==> src/rtl/drive_mode_arbiter.sv <==
// Power/mode controller: sequences power from a held button and shares one
// motion-command path among the manual, semi-auto and auto blocks.
module drive_mode_arbiter #(
  parameter int unsigned HOLD_ON     = 100_000_000,
  parameter int unsigned HOLD_OFF    = 300_000_000,
  parameter int unsigned DEAD_CYCLES = 10_000_000,
  parameter int unsigned IDLE_CYCLES = 1_000_000_000
) (
  input  logic       clk,
  input  logic       rst,
  input  logic       power_btn,
  input  logic [1:0] mode_sel,
  input  logic [3:0] man_cmd,
  input  logic       man_fault,
  input  logic [3:0] semi_cmd,
  input  logic [3:0] auto_cmd,
  output logic [3:0] motor_cmd,
  output logic       power_on,
  output logic [1:0] active_mode,
  output logic       sub_rst,
  output logic [2:0] state
);
  typedef enum logic [2:0] {
    ST_OFF    = 3'b001,
    ST_RUN    = 3'b010,
    ST_SWITCH = 3'b100
  } state_t;

  localparam logic [31:0] ON_LAST   = 32'(HOLD_ON - 1);
  localparam logic [31:0] OFF_LAST  = 32'(HOLD_OFF - 1);
  localparam logic [31:0] DEAD_LAST = 32'(DEAD_CYCLES - 1);
  localparam logic [31:0] IDLE_LAST = 32'(IDLE_CYCLES - 1);

  state_t      state_reg;
  logic [31:0] hold_cnt;
  logic [31:0] dead_cnt;
  logic [31:0] idle_cnt;
  logic        armed;
  logic [3:0]  motor_reg;
  logic [1:0]  mode_reg;
  logic        power_reg;
  logic        sub_rst_reg;

  logic [1:0]  req_mode;
  logic [3:0]  sel_cmd;
  logic        pressing;
  logic        moving;
  logic        hold_off_hit;
  logic        go_off;
  logic [31:0] hold_step;

  function automatic logic [31:0] sat_inc(input logic [31:0] v);
    return (v == '1) ? v : v + 32'd1;
  endfunction

  assign req_mode = (mode_sel == 2'b11) ? 2'b00 : mode_sel;

  always_comb begin
    sel_cmd = man_cmd;
    case (mode_reg)
      2'b01:   sel_cmd = semi_cmd;
      2'b10:   sel_cmd = auto_cmd;
      default: sel_cmd = man_cmd;
    endcase
  end

  // Only forward/back count as motion; turning in place still counts as idle.
  assign moving       = sel_cmd[1:0] != 2'b00;
  assign pressing     = power_btn && armed;
  assign hold_step    = pressing ? sat_inc(hold_cnt) : 32'd0;
  assign hold_off_hit = pressing && (hold_cnt == OFF_LAST);

  always_comb begin
    go_off = 1'b0;
    case (state_reg)
      ST_OFF:    go_off = 1'b0;
      ST_RUN:    go_off = (man_fault && mode_reg == 2'b00) || hold_off_hit ||
                          (!moving && idle_cnt == IDLE_LAST);
      ST_SWITCH: go_off = hold_off_hit;
      default:   go_off = 1'b1;
    endcase
  end

  always_ff @(posedge clk) begin
    if (rst) begin
      state_reg   <= ST_OFF;
      hold_cnt    <= 32'd0;
      dead_cnt    <= 32'd0;
      idle_cnt    <= 32'd0;
      armed       <= 1'b0;
      motor_reg   <= 4'd0;
      mode_reg    <= 2'b00;
      power_reg   <= 1'b0;
      sub_rst_reg <= 1'b1;
    end else begin
      if (!power_btn) armed <= 1'b1;
      if (go_off) begin
        // active_mode deliberately keeps its last value across power-off
        state_reg   <= ST_OFF;
        power_reg   <= 1'b0;
        sub_rst_reg <= 1'b1;
        motor_reg   <= 4'd0;
        hold_cnt    <= 32'd0;
        dead_cnt    <= 32'd0;
        idle_cnt    <= 32'd0;
        armed       <= 1'b0;
      end else begin
        case (state_reg)
          ST_OFF: begin
            motor_reg <= 4'd0;
            if (pressing && hold_cnt == ON_LAST) begin
              state_reg   <= ST_RUN;
              power_reg   <= 1'b1;
              sub_rst_reg <= 1'b0;
              mode_reg    <= req_mode;
              hold_cnt    <= 32'd0;
              dead_cnt    <= 32'd0;
              idle_cnt    <= 32'd0;
              armed       <= 1'b0;
            end else begin
              hold_cnt <= hold_step;
            end
          end
          ST_RUN: begin
            hold_cnt <= hold_step;
            if (req_mode != mode_reg && !moving) begin
              state_reg   <= ST_SWITCH;
              sub_rst_reg <= 1'b1;
              motor_reg   <= 4'd0;
              dead_cnt    <= 32'd0;
              idle_cnt    <= 32'd0;
            end else begin
              motor_reg <= sel_cmd;
              idle_cnt  <= moving ? 32'd0 : sat_inc(idle_cnt);
            end
          end
          default: begin
            // Switching: the hold-off count keeps running through the dead time.
            hold_cnt  <= hold_step;
            motor_reg <= 4'd0;
            idle_cnt  <= 32'd0;
            if (dead_cnt == DEAD_LAST) begin
              state_reg   <= ST_RUN;
              sub_rst_reg <= 1'b0;
              mode_reg    <= req_mode;
              dead_cnt    <= 32'd0;
            end else begin
              dead_cnt <= sat_inc(dead_cnt);
            end
          end
        endcase
      end
    end
  end

  assign motor_cmd   = motor_reg;
  assign power_on    = power_reg;
  assign active_mode = mode_reg;
  assign sub_rst     = sub_rst_reg;
  assign state       = state_reg;
endmodule

==> config.mk <==
export PLATFORM = sky130hd
export DESIGN_NAME = drive_mode_arbiter
export DESIGN_NICKNAME = d
export VERILOG_FILES = /design/src/rtl/drive_mode_arbiter.sv
export SDC_FILE = /design/constraint.sdc
export NUM_CORES = 1
export LEC_CHECK = 0
export BUFFER_PORTS_ARGS = -buffer_cell sky130_fd_sc_hd__buf_2
export CAP_MARGIN = 20
export CELL_PAD_IN_SITES_DETAIL_PLACEMENT = 1
export CELL_PAD_IN_SITES_GLOBAL_PLACEMENT = 2
export CORE_MARGIN = 4
export CORE_UTILIZATION = 34
export CTS_CLUSTER_SIZE = 12
export DETAILED_ROUTE_END_ITERATION = 8
export GPL_TIMING_DRIVEN = 0
export HOLD_SLACK_MARGIN = 0.1
export PLACE_DENSITY_LB_ADDON = 0.25
export SETUP_SLACK_MARGIN = 0.5
export SLEW_MARGIN = 40
export SYNTH_ARGS = -nofsm -noshare
export SYNTH_HDL_FRONTEND = slang
export SYNTH_SLANG_ARGS = --single-unit
==> constraint.sdc <==
create_clock -name clk -period 2.5 [get_ports clk]
set_clock_uncertainty 0.05 [all_clocks]
set_input_delay 0.5 -clock clk [delete_from_list [all_inputs] [get_ports clk]]
set_output_delay 0.5 -clock clk [all_outputs]
set_load 0.03 [all_outputs]
# Word level (Yosys, flattened, before mapping)
# Index checks and enable logic that the tools add are counted.
# totals
ff_bits	108
inputBits	18
wordCells	82
output_inout_bits	11
# op_classes
eq_ne	18
muxes	30
reduce_logical	20
add_sub_neg	3
bitwise	2
# op_table
cell	count
two-way mux 32 bit	11
case mux 32 bit (2 select lines)	2
adder 32 x 1 -> 32 bit (second input constant)	3
== test 32 bit (second input constant)	3
== test 32 x 24 -> 1 bit (second input constant)	1
== test 32 x 27 -> 1 bit (second input constant)	1
== test 32 x 29 -> 1 bit (second input constant)	1
== test 32 x 30 -> 1 bit (second input constant)	1
two-way mux 3 bit	3
case mux 4 bit (2 select lines)	1
logical AND 1 bit	6
two-way mux 1 bit	6
two-way mux 2 bit	3
case mux 3 bit (2 select lines)	1
AND reduction 3 bit	2
== test 2 bit (second input constant)	2
!= test 2 bit (second input constant)	2
!= test 4 x 2 -> 1 bit (second input constant)	1
!= test 4 bit (second input constant)	1
case mux 2 bit (2 select lines)	1
AND reduction 2 bit	2
AND reduction 4 bit	1
nonzero test 2 bit	2
OR reduction 4 bit	1
13 further kinds	15

# Depth between registers and ports, before layout
# Gate-level depths: netlist (run 1).
# depth
word_depth	9
depth_mapped	12
ltp_nobuf	9

# Least setup slack after synthesis (run 1)
# OpenSTA, ideal clock, no wires.
# synth_path
path_kind	register to register
startpoint	register mode_reg[0] (netlist: active_mode[0])
endpoint	register idle_cnt[19]
arrival_time_ns	2.742
stages_incl_launch_ff	13
slack_ns	-0.419
required_ns	2.322
path_buffers	4
synth_period_minus_slack_ns	2.919
setup_time_ns	0.128
path_cell_list	dfxtp_1 -> inv_1 -> ha_1 -> clkbuf_1 -> mux2i_1 -> and4b_1 -> clkbuf_1 -> and4_1 -> buf_2 -> buf_2 -> nor3_1 -> xnor2_1 -> nor2_1
# synth_via
elab_chain_cells	8
word_cells_on_any_way	19
cone_classes	eq/ne (4); mux (5); reduce/logical (10)
# synth_rtl
element	line	text
start: declaration	40	logic [1:0] mode_reg;
start signal: assignment	115	mode_reg <= req_mode;
start signal: assignment	145	mode_reg <= req_mode;
== test 2 bit or == test 2 x 1 -> 1 bit (tied branches)	60	case (mode_reg)
case mux 4 bit (2 select lines)	60	
nonzero test 2 bit	68	assign moving = sel_cmd[1:0] != 2'b00;
zero test 1 bit	78, 126	
logical AND 1 bit	78	(!moving && idle_cnt == IDLE_LAST);
logical OR 1 bit	77	ST_RUN: go_off = (man_fault && mode_reg == 2'b00) || hold_off_hit ||
case mux 1 bit (3 select lines)	75	case (state_reg)
OR reduction 2 bit (no line)	n/a	
end signal: assignment	134	idle_cnt <= moving ? 32'd0 : sat_inc(idle_cnt);
end: declaration	37	logic [31:0] idle_cnt;
# Several ways; a longest one is shown, not always the timed one.
# A chain may end at the register's enable or synchronous reset.

# Worst setup path after layout (run 1)
# layout_path
startpoint	register hold_cnt[5]
endpoint	register hold_cnt[10]
# layout_via
elab_chain_cells	6
word_cells_on_any_way	14
cone_classes	add/sub (1); eq/ne (3); mux (5); reduce/logical (5)
# layout_rtl
element	line	text
start: declaration	35	logic [31:0] hold_cnt;
start signal: assignment	121	hold_cnt <= hold_step;
start signal: assignment	125	hold_cnt <= hold_step;
start signal: assignment	139	hold_cnt <= hold_step;
branches (longest 6 deep; another with adder 32 x 1 -> 32 bit)	n/a	
# Parallel ways; which one is timed is not known.

==> results of run 1 <==
==> logic make-up (layout without fill, tap and decap cells) <==
logic type                 count (synthesis)  in the layout  share of synthesized area (%)
and+or+nand+nor                          365            365                          36.16
DFF                                      108            108                          38.74
xor gates and xnor gates                  83             83                          13.02
AOI/OAI and AO/OA                         53             53                          5.963
buffers and inverters                     42            164                          4.035
adders and majority gates                  6              6                          1.345
muxes                                      4              4                         0.7398
==> area by class of cell <==
cell class / count / area, sq um
buffer: 30 / 412.9
clock inverter: 7 / 113.9
tap: 216 / 270.3
timing repair buffer: 106 / 983.4
clock buffer: 9 / 225.2
multi-input combinational: 511 / 4011
sequential: 108 / 2197
fill: 1839 / 7736
inverter: 12 / 50.05
==> synth_stat cells (all sizes together) (5+ instances only) <==
master    n
nand2    47
nor4b     7
dfxtp   108
xor2     39
or4       5
a21oi    18
nor2    113
inv      12
o21ai    14
and4     13
ha        6
and3     11
a211oi    6
nor3     25
nand3    38
or3       9
and2     10
nor3b     5
xnor2    44
nor4     23
clkbuf   11
nand4    37
nand2b    5
buf      19
==> timing repair <==
| item | in CTS | in global routing |
|---|---|---|
| pin swaps | 31 | 72 |
| endpoints found under the setup margin | 106 | 108 |
| gates cloned | 7 | 4 |
| buffers inserted | 49 | 18 |
| endpoints found under the hold margin | 0 | 0 |
| resized for setup | 105 | 110 |
==> metrics by stage <==
step                      hold slack [ns]  total power (W)  area (sq um)  worst slack [ns]
after floorplan                    0.4086         0.002288          5882           0.04967
after global placement             0.4150         0.002474          6292           -0.4613
after detailed placement           0.4244         0.002487          6306           -0.4869
final                              0.3084         0.004776          8264           -0.1496
after global routing               0.3149         0.004962          8264           -0.2201
after CTS                          0.2989         0.004594          7592           -0.1152
==> cell usage in the layout (no fill, tap or decap), types with 10 or more instances in the layout <==
cell / n
sky130_fd_sc_hd__dfxtp_1: 92
sky130_fd_sc_hd__nor2_1: 62
sky130_fd_sc_hd__buf_4: 53
sky130_fd_sc_hd__nand2_1: 45
sky130_fd_sc_hd__xnor2_1: 42
sky130_fd_sc_hd__nand3_1: 36
sky130_fd_sc_hd__nand4_1: 36
sky130_fd_sc_hd__xor2_1: 32
sky130_fd_sc_hd__nor2_4: 30
sky130_fd_sc_hd__buf_2: 28
sky130_fd_sc_hd__nor2_2: 21
sky130_fd_sc_hd__buf_6: 18
sky130_fd_sc_hd__clkbuf_16: 16
sky130_fd_sc_hd__a21oi_1: 15
sky130_fd_sc_hd__nor3_1: 13
sky130_fd_sc_hd__nor4_4: 13
sky130_fd_sc_hd__and4_1: 11
sky130_fd_sc_hd__and3_1: 11
sky130_fd_sc_hd__buf_12: 10
sky130_fd_sc_hd__dfxtp_2: 10
==> worst max path at each step <==
stage / from / endpoint / slack [ns]
after floorplan: hold_cnt[4] / hold_cnt[18] / 0.05
after global placement: dead_cnt[0] / dead_cnt[26] / -0.46
after detailed placement: dead_cnt[0] / dead_cnt[16] / -0.49
after CTS: hold_cnt[17] / dead_cnt[31] / -0.12
after global routing: hold_cnt[5] / hold_cnt[10] / -0.22
final: hold_cnt[5] / hold_cnt[10] / -0.15
==> power breakdown <==
part | switching, W | leakage (nW) | internal (W)
logic | 0.000673 | 1.65 | 0.000665
registers | 0.0000265 | 0.880 | 0.00174
clock network | 0.000698 | 0.161 | 0.000977
==> layer usage <==
layer,up-vias,routed length [um]
met4,0,316
li1,2572,-
met1,2682,8558
met3,25,546
met2,76,9265
met5,-,0
==> summary.md, run 1 <==
| Metric | Value |
|---|---|
| Final worst-path cycle share | `106.0%` |
| Type of the worst setup path | `flop to flop` |
| Post-route worst setup slack | `-0.1496 ns` |
| Registers with the most flip-flops | `dead_cnt (32), hold_cnt (32), idle_cnt (32)` |
| Hold Vio Cnt, Final | `0` |
| Final critical-path required period | `2.650 ns` |
| Horizontal extent of the die | `136.1 um` |
| Synth Flop Type | `sky130_fd_sc_hd__dfxtp_1` |
| Biggest area contributors in the synthesized netlist | `sky130_fd_sc_hd__dfxtp_1, sky130_fd_sc_hd__nor2_1, sky130_fd_sc_hd__xnor2_1, sky130_fd_sc_hd__xor2_1, sky130_fd_sc_hd__nand4_1` |
| Class of the worst hold path | `input port to flop` |
| Core footprint | `around 16000 sq um` |
| Via count of the first global-routing pass | `~5500` |
| Starting utilization of the core area | `a little over a third` |
| Clock root buffer | `sky130_fd_sc_hd__clkbuf_16` |
| Initial detailed-routing violation count | `228` |
| Final TNS setup | `-6.983 ns` |
| Sum of overflow across all layers after global routing | `0` |
| Average vias per placed instance | `5.360` |
| Worst-case hold path end point | `active_mode[0]` |
| # DRC | `0` |
| Worst-path cell with the longest stage delay | `sky130_fd_sc_hd__or3_4` |
| Clk sink count | `~110` |
| Type of destination of the critical path | `flop` |
| Setup violations, final | `84` |
| Power density over the cells | `577.9 nW/um^2` |
| Leakage power summed over all cells | `2.690 nW` |
| Clock tree from TritonCTS | `done` |
| Register area share after synthesis | `38.74%` |
| Cell area after synthesis | `between 5000 and 6000 sq um` |
| RSZ-0062 raised after global routing | `true` |
| Number of pins exceeding their max-slew limit in the final report | `0` |
| Share of the synthesized area in the top cell type | `approximately two fifths` |
| Count of buffers from port buffering | `28` |
| Async set-or-reset flop fraction in the synthesized netlist | `0%` |
| Final antenna diode count | `0` |
| Clock buffers created by TritonCTS | `9` |
| Max Fanout on Critical Path | `8` |
| Maximum ir drop on the vdd rail | `0.3497 mV` |
| CP dominant cell by count | `sky130_fd_sc_hd__buf_6` |
| Yosys synthesis warning count | `0` |
| Met3 Use GR | `4.515%` |
| Global-route usage over all layers | `between 20% and 30%` |
| Wire length reported by the detailed router | `18690 um` |
| Hold Path Cell Cnt | `2` |
| Hold path start | `rst` |
| Max frequency | `377.4 MHz` |
| H-tree Lvls | `3` |
| Top-level port count | `29` |
| Dpl hpwl | `roughly 12000 um` |
| Startpoint class of the critical path | `flop` |
| Worst path required time | `around 2.8 ns` |
| Family of cells with the greatest summed delay on the critical path | `simple AND/OR/NAND/NOR gates` |
| Met1 track demand over resource | `25.90%` |
| Via count of the routed design | `5355` |
| Area leader, netlist | `sky130_fd_sc_hd__dfxtp_1` |
| Global-route track usage on met2 | `33.87%` |
| Number of different library cells in the post-synthesis netlist | `55` |
| Number of buffers and inverters on the critical path | `4` |
| Count of hold-fix buffers inserted at cts | `0` |
| Routed length per placed instance | `approximately 19 um` |
| Number of antenna violations at the first check in global routing | `0` |
| Global-route wire length before repair | `29110 um` |
| Total stage count of the critical path | `11` |
| Worst reg-to-reg setup slack | `-0.15 ns` |
| Number of cells produced by synthesis | `661` |
| # Max-Cap Violations | `0` |
| Number of non-filler instances in the completed layout | `999` |
| Fraction of final layout cells with drive strength greater than 1 | `between 30% and 40%` |
| Worst slew slack as a fraction of its limit | `53.28%` |
| Post-Synthesis Net Count | `685` |
| Largest net degree at the start of global routing | `18` |
| Critical-path cell list | `and4_1 -> buf_6 -> and4_4 -> a41o_1 -> mux2_4 -> o31a_1 -> buf_6 -> or3_4 -> buf_12 -> clkbuf_16 -> nor2_2` |
| Post-route ant nets | `0` |
| First-pass iteration count of the detailed router | `5` |
| Avg Cell Area, Syn | `8.444 sq um` |
| Synth Register Bits | `108` |
| Die boundary height | `~140 um` |
| Number of synthesized flops with an enable pin | `0` |
| Clock slew seen by the registers of the worst setup and hold paths | `roughly 0.08 ns` |
| Violations in the final reports | `negative setup slack` |
| Die Outline Area | `18530 sq um` |
| Core occupancy in the finished layout | `51.65%` |
| Worst reg2reg endpoint | `hold_cnt[10]` |
| Status | `complete, but fails checks` |
| Standard-cell rows | `46` |
| Largest stage delay on the critical path | `0.38 ns` |
| Clock latency reported for the late side of the worst-skew pair | `between 0.3 and 0.4 ns` |
| Layout overhead on the synthesized area | `48.06%` |
| Post-Place Cells | `between 900 and 1000` |
| Length in cells of the worst reg-to-reg path | `11` |
| Final weighted congestion in routability-driven placement | `0.7529` |
| Crit path DAT | `about 2.9 ns` |
| Startpoint of the worst-slack reg-to-reg timing path | `hold_cnt[5]` |
| Bufs on Longest Clock Path | `2` |
| Layer carrying the most global-route usage | `met2` |
| Post-layout net count | `802` |
| Transition at the pin with the smallest max-transition slack | `0.6945 ns` |
Power figures use the tool's default switching activity.
==> inputs of run 2 (changes only) <==
--- a/config.mk
+++ b/config.mk
@@ -9,6 +9,7 @@
 export CAP_MARGIN = 20
 export CELL_PAD_IN_SITES_DETAIL_PLACEMENT = 1
 export CELL_PAD_IN_SITES_GLOBAL_PLACEMENT = 2
+export CORE_ASPECT_RATIO = 0.5
 export CORE_MARGIN = 4
 export CORE_UTILIZATION = 34
 export CTS_CLUSTER_SIZE = 12
==> run 2 against run 1 <==
- the run still ends with negative setup slack left
- critical path depth did not move
- register-to-register slack got worse by 0.02 ns
- cell count fell by 0.70%
- count of clock-buffer cells in the layout rose by 2
- via count fell by 3.1%
- routed wire length fell by 7.8%
- global-route usage fell by 1.4 points
- die area rose by 0.68%
==> summary.md, run 2 (synthesis results as in run 1) <==
| Metric | Value |
|---|---|
| Status | `complete, but fails checks` |
| Violations in the final reports | `negative setup slack` |
| Core occupancy in the finished layout | `52.23% (+0.58 points)` |
| Horizontal extent of the die | `189.2 um (+39%)` |
| Number of non-filler instances in the completed layout | `992 (-0.70%)` |
| Most used cells in the layout excluding fill and tap cells | `sky130_fd_sc_hd__dfxtp_1, sky130_fd_sc_hd__nor2_1, sky130_fd_sc_hd__xnor2_1, sky130_fd_sc_hd__nand2_1, sky130_fd_sc_hd__buf_4` |
| Routed length per placed instance | `17.37 um (-7.1%)` |
| Post-route worst setup slack | `-0.1716 ns (-0.02199 ns)` |
| Top-level port count | `29 (unchanged)` |
| Via count of the routed design | `5187 (-3.1%)` |
| Leakage power summed over all cells | `2.664 nW (-1.0%)` |
| Type of destination of the critical path | `flop` |
| Maximum ir drop on the vdd rail | `0.3817 mV (+9.2%)` |
| CP dominant cell by count | `sky130_fd_sc_hd__buf_6` |
| # DRC | `0 (unchanged)` |
| Final worst-path cycle share | `106.9% (+0.88 points)` |
| Fraction of final layout cells with drive strength greater than 1 | `39.17% (+0.60 points)` |
| Power density over the cells | `565.0 nW/um^2 (-2.2%)` |
| Post-Place Cells | `910 (+0.55%)` |
| Fillcell total | `1746 (-5.1%)` |
| Worst slew slack as a fraction of its limit | `57.41% (+4.1 points)` |
| Average vias per placed instance | `5.229 (-2.5%)` |
| Final TNS setup | `-7.908 ns (-0.9245 ns)` |
| Post-layout net count | `790 (-1.5%)` |
| Final critical-path required period | `2.672 ns (+0.02199 ns)` |
| Hold path start | `rst` |
| Count of hold-fix buffers inserted at cts | `0 (unchanged)` |
| Combinational share of power | `30.9% (+2.9 points)` |
| Setup violations, final | `84 (unchanged)` |
| Registers with the most flip-flops | `dead_cnt (32), hold_cnt (32), idle_cnt (32)` |
| Final weighted congestion in routability-driven placement | `0.7876 (+4.6%)` |
| Max frequency | `374.3 MHz (-0.82%)` |
| Hold Path Cell Cnt | `2 (unchanged)` |
| Worst-path cell with the longest stage delay | `sky130_fd_sc_hd__or3_4` |
| Number of pins exceeding their max-slew limit in the final report | `0 (unchanged)` |
| Worst slack, placed | `-0.3438 ns (+0.1431 ns)` |
| Length in cells of the worst reg-to-reg path | `11 (unchanged)` |
| Clock tree from TritonCTS | `done` |
| Worst path required time | `2.75 ns (about the same)` |
| Initial detailed-routing violation count | `192 (-16%)` |
| Core footprint | `15740 sq um (-1.7%)` |
| Type of the worst setup path | `flop to flop` |
| Global-route usage over all layers | `18.57% (-1.4 points)` |
| Clk sink count | `108 (unchanged)` |
| Seq pwr share | `37.9% (+1.0 points)` |
| Hold Vio Cnt, Final | `0 (unchanged)` |
| First-pass iteration count of the detailed router | `4 (-1)` |
| Critical-path cell list | `and4_1 -> buf_6 -> and4_4 -> a41o_1 -> mux2_4 -> o31a_1 -> buf_6 -> or3_4 -> buf_12 -> clkbuf_16 -> nor2_1` |
| Max Fanout on Critical Path | `8 (unchanged)` |
| Wire length reported by the detailed router | `17230 um (-7.8%)` |
| Startpoint of the worst-slack reg-to-reg timing path | `hold_cnt[5]` |
| Class of the worst hold path | `input port to flop` |
| Starting utilization of the core area | `35.47% (+0.59 points)` |
| Clock latency reported for the late side of the worst-skew pair | `0.36 ns (about the same)` |
| Die boundary height | `98.60 um (-28%)` |
| Worst hold-check slack | `0.3112 ns (+0.002822 ns)` |
| Worst-case hold path end point | `active_mode[1]` |
| Count of buffers from port buffering | `28 (unchanged)` |
| Crit path DAT | `2.92 ns (about the same)` |
| Worst reg2reg endpoint | `hold_cnt[8]` |
| Post-route ant nets | `0 (unchanged)` |
| H-tree Lvls | `3 (unchanged)` |
| Largest net degree at the start of global routing | `19 (+1)` |
| Dpl hpwl | `10950 um (-7.2%)` |
| Die Outline Area | `18660 sq um (+0.68%)` |
| Global-route wire length before repair | `28450 um (-2.3%)` |
| RSZ-0062 raised after global routing | `true` |
| Clock buffers created by TritonCTS | `9 (unchanged)` |
| Switching power of the nets | `0.001427 W (+2.1%)` |
| Clock slew seen by the registers of the worst setup and hold paths | `0.08 ns (about the same)` |
| Bufs on Longest Clock Path | `2 (unchanged)` |
| Startpoint class of the critical path | `flop` |
| Clock root buffer | `sky130_fd_sc_hd__clkbuf_16` |
| Switch share | `30.73% (+1.5 points)` |
| Worst reg-to-reg setup slack | `-0.17 ns (-0.02 ns)` |
| Sum of overflow across all layers after global routing | `0 (unchanged)` |
| Clock share of power | `31.1% (-4.0 points)` |
| # Max-Cap Violations | `0 (unchanged)` |
| Via count of the first global-routing pass | `5501 (-0.65%)` |
| Layout overhead on the synthesized area | `47.23%` |
| Largest stage delay on the critical path | `0.38 ns (about the same)` |
| Final antenna diode count | `0 (unchanged)` |
| Standard-cell rows | `32 (-30%)` |
| Most common cell after layout, fill and taps aside | `sky130_fd_sc_hd__dfxtp_1` |
| Number of antenna violations at the first check in global routing | `0 (unchanged)` |
| Internal | `0.003216 W (-4.8%)` |
| Transition at the pin with the smallest max-transition slack | `0.6368 ns (-0.05765 ns)` |
==> run 2: worst max-delay path by stage <==
stage,from,endpoint,slack (ns),cells past startpoint
2_1_floorplan,hold_cnt[4],hold_cnt[18],0.05,11
3_3_place_gp,dead_cnt[0],dead_cnt[26],-0.29,8
3_5_place_dp,dead_cnt[0],dead_cnt[17],-0.34,10
4_1_cts,hold_cnt[5],hold_cnt[0],-0.16,11
5_1_grt,hold_cnt[31],dead_cnt[14],-0.24,10
6_report,hold_cnt[5],hold_cnt[8],-0.17,11
==> run 2: metrics by stage <==
stage	total power, W	instance area (sq um)
detailed placement	0.002483	6304
floorplan	0.002288	5882
global route	0.004859	8218
finish	0.004643	8218
global placement	0.002475	6299
CTS	0.004537	7710
==> run 2: worst max-delay path: cells and delay by family (launching register included) <==
| kind | cells | cell delay (ns) |
|---|---|---|
| mux | 1 | 0.28 |
| compound gates | 2 | 0.48 |
| flops | 1 | 0.32 |
| simple gates | 4 | 0.87 |
| buf+inv | 4 | 0.59 |
==> run 2: final cells by class <==
type                    count  area, sq um  share of cell area [%]
flip-flops and latches    108         2193                   26.69
well taps                 221        276.5                   3.365
inverters                  12        57.56                  0.7004
plain buffers              30        415.4                   5.055
clock buffers              11        252.7                   3.076
clock inverters             5        42.54                  0.5177
multi-input cells         511         4043                   49.19
repair buffers             94        937.1                   11.40
==> run 2: power by group through the flow <==
stage / sequential, W / combinational, W / clock [W]
3_3_place_gp: 0.00180 / 0.000674 / 0
5_1_grt: 0.00177 / 0.00152 / 0.00157
3_5_place_dp: 0.00180 / 0.000681 / 0
2_1_floorplan: 0.00182 / 0.000472 / 0
4_1_cts: 0.00176 / 0.00128 / 0.00150
6_report: 0.00176 / 0.00144 / 0.00145
==> run 2: routing by layer <==
layer	GRT usage, %	share of wire, %
met2	31.23	49
met1	24.71	48
met3	3.857	2.3
met4	4.365	1.0
met5	0	0
==> run 2: what timing repair did <==
action	in CTS	in global routing
pin swaps	62	32
buffers inserted	43	13
endpoints found under the setup margin	106	106
gates cloned	8	2
resized for setup	134	96
